`src/rtl/muldiv_sequencer.sv`:
```
// muldiv_sequencer: multi-cycle RV32M multiply/divide unit for EX.
// Shift-add multiplier and restoring divider sequenced by a 3-state FSM.
module muldiv_sequencer #(
  parameter int XLEN  = 32,
  parameter int CNT_W = 6
) (
  input  logic            clk,
  input  logic            reset,
  input  logic            start,
  input  logic [2:0]      Funct3,
  input  logic [XLEN-1:0] SrcA,
  input  logic [XLEN-1:0] SrcB,
  input  logic            flush,
  output logic            Stall,
  output logic            busy,
  output logic            done,
  output logic [XLEN-1:0] Result
);

  typedef enum logic [1:0] {
    IDLE = 2'b00,
    RUN  = 2'b01,
    DONE = 2'b10
  } state_t;

  localparam logic [XLEN-1:0] ONES = {XLEN{1'b1}};
  localparam logic [XLEN-1:0] MINV = {1'b1, {(XLEN-1){1'b0}}};
  localparam logic [CNT_W-1:0] LAST = CNT_W'(XLEN - 1);

  state_t             state;
  logic [2:0]         op;
  logic [CNT_W-1:0]   count;
  logic [2*XLEN-1:0]  acc;
  logic [2*XLEN-1:0]  mcand;
  logic [XLEN-1:0]    mplier;
  logic               neg_lo;
  logic               neg_hi;

  logic               is_div;
  logic               a_signed;
  logic               b_signed;
  logic               a_neg;
  logic               b_neg;
  logic [XLEN-1:0]    mag_a;
  logic [XLEN-1:0]    mag_b;
  logic               fast;
  logic [XLEN-1:0]    fast_val;

  logic [2*XLEN-1:0]  mul_nxt;
  logic [XLEN:0]      rem_sh;
  logic [XLEN:0]      diff;
  logic [2*XLEN-1:0]  div_nxt;
  logic [2*XLEN-1:0]  acc_nxt;
  logic [2*XLEN-1:0]  prod;
  logic [XLEN-1:0]    quo;
  logic [XLEN-1:0]    rem;
  logic [XLEN-1:0]    final_val;

  // Operand decode, magnitudes and divide fast-path detection
  always_comb begin
    is_div   = Funct3[2];
    a_signed = (Funct3 == 3'b001) || (Funct3 == 3'b010) ||
               (Funct3 == 3'b100) || (Funct3 == 3'b110);
    b_signed = (Funct3 == 3'b001) || (Funct3 == 3'b100) ||
               (Funct3 == 3'b110);
    a_neg    = a_signed && SrcA[XLEN-1];
    b_neg    = b_signed && SrcB[XLEN-1];
    mag_a    = a_neg ? (~SrcA + 1'b1) : SrcA;
    mag_b    = b_neg ? (~SrcB + 1'b1) : SrcB;
    fast     = 1'b0;
    fast_val = '0;
    if (is_div && SrcB == '0) begin
      fast     = 1'b1;
      fast_val = Funct3[1] ? SrcA : ONES;
    end else if (is_div && !Funct3[0] &&
                 SrcA == MINV && SrcB == ONES) begin
      fast     = 1'b1;
      fast_val = Funct3[1] ? '0 : MINV;
    end
  end

  // One multiply or divide iteration plus sign-corrected final value
  always_comb begin
    mul_nxt = acc;
    if (mplier[count[4:0]])
      mul_nxt = acc + (mcand << count);
    rem_sh  = {acc[2*XLEN-1:XLEN], acc[XLEN-1]};
    diff    = rem_sh - {1'b0, mcand[XLEN-1:0]};
    if (diff[XLEN])
      div_nxt = {rem_sh[XLEN-1:0], acc[XLEN-2:0], 1'b0};
    else
      div_nxt = {diff[XLEN-1:0], acc[XLEN-2:0], 1'b1};
    acc_nxt = op[2] ? div_nxt : mul_nxt;
    prod    = neg_lo ? (~acc_nxt + 1'b1) : acc_nxt;
    quo     = neg_lo ? (~acc_nxt[XLEN-1:0] + 1'b1)
                     : acc_nxt[XLEN-1:0];
    rem     = neg_hi ? (~acc_nxt[2*XLEN-1:XLEN] + 1'b1)
                     : acc_nxt[2*XLEN-1:XLEN];
    case (op)
      3'b000:                 final_val = prod[XLEN-1:0];
      3'b001, 3'b010, 3'b011: final_val = prod[2*XLEN-1:XLEN];
      3'b100, 3'b101:         final_val = quo;
      default:                final_val = rem;
    endcase
  end

  // Pipeline hold: accepted start or operation in flight
  always_comb begin
    Stall = (state == IDLE && start && !flush) || (state == RUN);
  end

  // Sequencer FSM with registered busy/done/Result
  always_ff @(posedge clk) begin
    if (reset) begin
      state  <= IDLE;
      op     <= '0;
      count  <= '0;
      acc    <= '0;
      mcand  <= '0;
      mplier <= '0;
      neg_lo <= 1'b0;
      neg_hi <= 1'b0;
      busy   <= 1'b0;
      done   <= 1'b0;
      Result <= '0;
    end else begin
      case (state)
        IDLE: begin
          busy <= 1'b0;
          done <= 1'b0;
          if (start && !flush) begin
            op <= Funct3;
            if (fast) begin
              state  <= DONE;
              done   <= 1'b1;
              Result <= fast_val;
            end else begin
              state  <= RUN;
              busy   <= 1'b1;
              count  <= '0;
              acc    <= is_div ? {{XLEN{1'b0}}, mag_a} : '0;
              mcand  <= {{XLEN{1'b0}}, is_div ? mag_b : mag_a};
              mplier <= mag_b;
              neg_lo <= a_neg ^ b_neg;
              neg_hi <= a_neg;
            end
          end
        end
        RUN: begin
          if (flush) begin
            state <= IDLE;
            busy  <= 1'b0;
          end else begin
            acc   <= acc_nxt;
            count <= count + 1'b1;
            if (count == LAST) begin
              state  <= DONE;
              busy   <= 1'b0;
              done   <= 1'b1;
              Result <= final_val;
            end
          end
        end
        DONE: begin
          state <= IDLE;
          done  <= 1'b0;
        end
        default: begin
          state <= IDLE;
          busy  <= 1'b0;
          done  <= 1'b0;
        end
      endcase
    end
  end

endmodule
```
`config.mk`:
```
export PLATFORM = sky130hd
export DESIGN_NAME = muldiv_sequencer
export DESIGN_NICKNAME = d
export VERILOG_FILES = /design/src/rtl/muldiv_sequencer.sv
export SDC_FILE = /design/constraint.sdc
export NUM_CORES = 1
export LEC_CHECK = 0
export BUFFER_PORTS_ARGS = -buffer_cell sky130_fd_sc_hd__buf_2
export CAP_MARGIN = 40
export CORE_MARGIN = 2
export CORE_UTILIZATION = 33
export CTS_CLUSTER_SIZE = 24
export DETAILED_ROUTE_END_ITERATION = 6
export MAX_ROUTING_LAYER = met4
export PLACE_DENSITY_LB_ADDON = 0.1
export SYNTH_ARGS = -nofsm -noshare
export SYNTH_HDL_FRONTEND = slang
export SYNTH_SLANG_ARGS = --single-unit
```
`constraint.sdc`:
```
create_clock -name clk -period 8 [get_ports clk]
set_clock_uncertainty 0.15 [all_clocks]
set_input_delay 1.6 -clock clk [delete_from_list [all_inputs] [get_ports clk]]
set_output_delay 1.6 -clock clk [all_outputs]
set_load 0.02 [all_outputs]
```
==> flow_metrics.py <==
metrics = {
    "global_routing": {
        "grt_util_met2": 0.516,
        "grt_pass1_vias": 24700,
        "met1_usage": 0.503,
        "grt_usage": 0.362,
        "grt_pass1_wl_um": 179000,
        "grt_max_degree": 98,
        "antenna_found_initial": 3,
        "overflow": 0,
        "grtUsageMet3": 0.0539,
        "busiest_layer": "met2",
    },
    "clock_tree": {
        "cts_buffer_depth": 2,
        "numCtsBuffers": 17,
        "cts_num_sinks": 175,
        "cts_tree": "done",
        "insertion_delay_ps": 480,
        "hold_buffers": 0,
        "clkTransAtPathRegs_ps": 90,
        "htreeDepth": 4,
        "ctsResizeCount": 0,
        "root_buffer": "clkbuf_16",
        "postCtsSetupBuffers": 0,
    },
    "detailed_routing": {
        "drt-initial-drc-count": 3385,
        "drt-total-wl_um": 127000,
        "vias_per_cell": 6.49,
        "wl_per_cell_um": 30.6,
        "ant_nets": 0,
        "via_count": 26800,
        "drcViolationCount": 0,
        "drtPass1Iterations": 6,
    },
    "critical_path": {
        "cp-end-kind": "register",
        "cp.arrival_ps": 7800,
        "worstPathRequired_ps": 8230,
        "cp-start-kind": "register",
        "criticalPathCategory": "reg -> reg",
        "cp_max_fo": 13,
        "startpoint": "mcand[1]",
        "r2r_start": "mcand[1]",
    },
    "power": {
        "total_power_mw": 3.36,
        "powerDensity_nw_per_um2": 135,
        "ir_drop_v": 0.000171,
        "leakage_nw": 8.93,
    },
    "placement": {
        "pre_cts_slack_ps": 192,
        "place_area_um2": 24200,
        "dp_cells": 4102,
        "gp_congestion": 1.00,
        "numPortBuffers": 105,
        "dp_hpwl_um": 102000,
    },
    "timing": {
        "rsz0062_at_grt": "false",
        "period_share": 0.946,
        "max_freq_mhz": 132,
        "drv_slew": 0,
        "finalHoldViolCount": 0,
        "relSlewSlack": 0.382,
        "tightest_slew_ps": 928,
        "setup_ws_ps": 428,
        "finalCriticalPeriod_ps": 7570,
        "tns_ps": 0,
        "hold_slack_ps": 316,
        "setup_viol": 0,
    },
    "min_path": {
        "min_path_type": "reg -> reg",
        "hp-start": "mplier[0]",
    },
    "finish": {
        "final_cell_area_um2": 24800,
        "layout_commonest_cell": "nor2_1",
        "fin_util": 0.370,
        "stdcell_count": 4138,
        "syn2layout_area_growth_pct": 10.8,
        "drive_gt1_frac": 0.119,
        "final_cell_mix": "nor2_1 (397), nand2_1 (357), a21oi_1 (270)",
        "fin_nets": 3422,
        "layout.area.seq_um2": 3520,
        "fillers": 7256,
        "multi_input_area_um2": 17700,
    },
    "synth": {
        "synthFlopType": "dfxtp_1",
        "synth_area_per_cell_um2": 6.94,
        "synth-edff-count": 0,
        "netlist_instances": 3228,
        "yosysWarnings": 0,
        "syn_area_um2": 22400,
        "synthesis.nets": 3402,
        "synth_cell_types": 100,
        "async_reset_ff_frac": 0,
        "seq_area_frac_synth": 0.156,
        "ys_ff_latch": 175,
    },
    "outcome": {
        "status": "finished clean",
    },
    "die": {
        "core_um2": 67200,
        "die_area_um2": 70000,
        "placementRows": 95,
        "die_h_um": 265,
        "die_x_um": 265,
        "io_pins": 106,
        "initial_core_util": 0.334,
    },
    "job": {
        "maxCapViolations": 0,
    },
}
## routing by layer
layer,part of all wire,vias to the layer above
met1,0.45,13200
met4,0.049,0
met5,0,-
li1,-,12100
met3,0.079,170
met2,0.42,1377
## worst max-delay path, cell delays in order, from the launching register on
cell and delay (ps):
dfxtp_1 750, mux2i_1 220, nor2_1 330, mux2i_1 150
or2_2 380, nor2_1 430, ha_1 310, o211ai_1 120
a21oi_1 600, o21ai_0 430, a21oi_1 400, o21ai_0 150
a31oi_1 540, and4_1 390, nand4b_2 170, buf_4 190
nor4_2 250, buf_4 240, a21oi_1 110, mux2_2 290
a2111oi_0 560, buf_4 220, o21ai_1 60
## registers in the layout, summed over array words and instances (netlist names)
name	flops
Result	32
acc	64
busy	1
count	6
done	1
mcand	32
mplier	32
neg_hi	1
neg_lo	1
op	3
state	2
## power breakdown
group,internal (mW),switching (mW)
Combinational,0.460,0.988
Sequential,0.911,0.0837
Clock,0.434,0.481
Total,1.81,1.55
## layout make-up
class                      instances  area share
clock inverter                    15     0.00827
tap                              873      0.0440
clock buffer                      17      0.0171
multi-input combinational       2743       0.715
inverter                          75      0.0113
timing repair buffer             236      0.0625
sequential                       175       0.142
antenna                            4    0.000403
## kinds of logic after synthesis
logic type,Yosys count,share of synthesized area
flip-flops,175,0.156
AO/OA/AOI/OAI,1109,0.326
AND/OR/NAND/NOR,1224,0.256
XOR/XNOR,172,0.0672
adder cells (fa/ha/maj),103,0.0582
buffers and inverters,310,0.0549
multiplexers,135,0.0812
## Yosys cell counts, drive strengths merged (13+ instances only)
master | instances | area, µm²
or4 | 14 | 105
nand2b | 45 | 282
clkbuf | 190 | 714
a21o | 33 | 248
mux4 | 35 | 788
o221ai | 28 | 245
a311oi | 19 | 166
ha | 101 | 1260
a22oi | 35 | 268
nor4 | 31 | 206
o21a | 25 | 188
a21oi | 271 | 1360
xor2 | 68 | 596
a22o | 13 | 114
a31oi | 37 | 231
o22ai | 25 | 156
o41ai | 14 | 153
xnor2 | 104 | 911
mux2i | 76 | 761
nand2 | 357 | 1340
nand4 | 54 | 350
or3 | 32 | 200
and2 | 31 | 194
nor2b | 20 | 125
mux2 | 24 | 270
or2 | 15 | 93.8
a221oi | 29 | 260
dfxtp | 175 | 3500
o31ai | 39 | 293
a2111oi | 16 | 168
buf | 45 | 234
nor2 | 400 | 1500
nor3b | 14 | 105
o21ai | 278 | 1390
and3 | 23 | 144
nor3 | 84 | 420
a211oi | 74 | 556
inv | 75 | 282
o211ai | 55 | 413
nand3 | 74 | 375
## worst paths after layout
check             depth (start not counted)  slack (ps)          to
hold reg to reg                           2         320   mplier[0]
setup reg to reg                         22         430  Result[18]
setup / recovery                         22         430  Result[18]
hold / removal                            2         320   mplier[0]
Power figures use the tool's default switching activity.
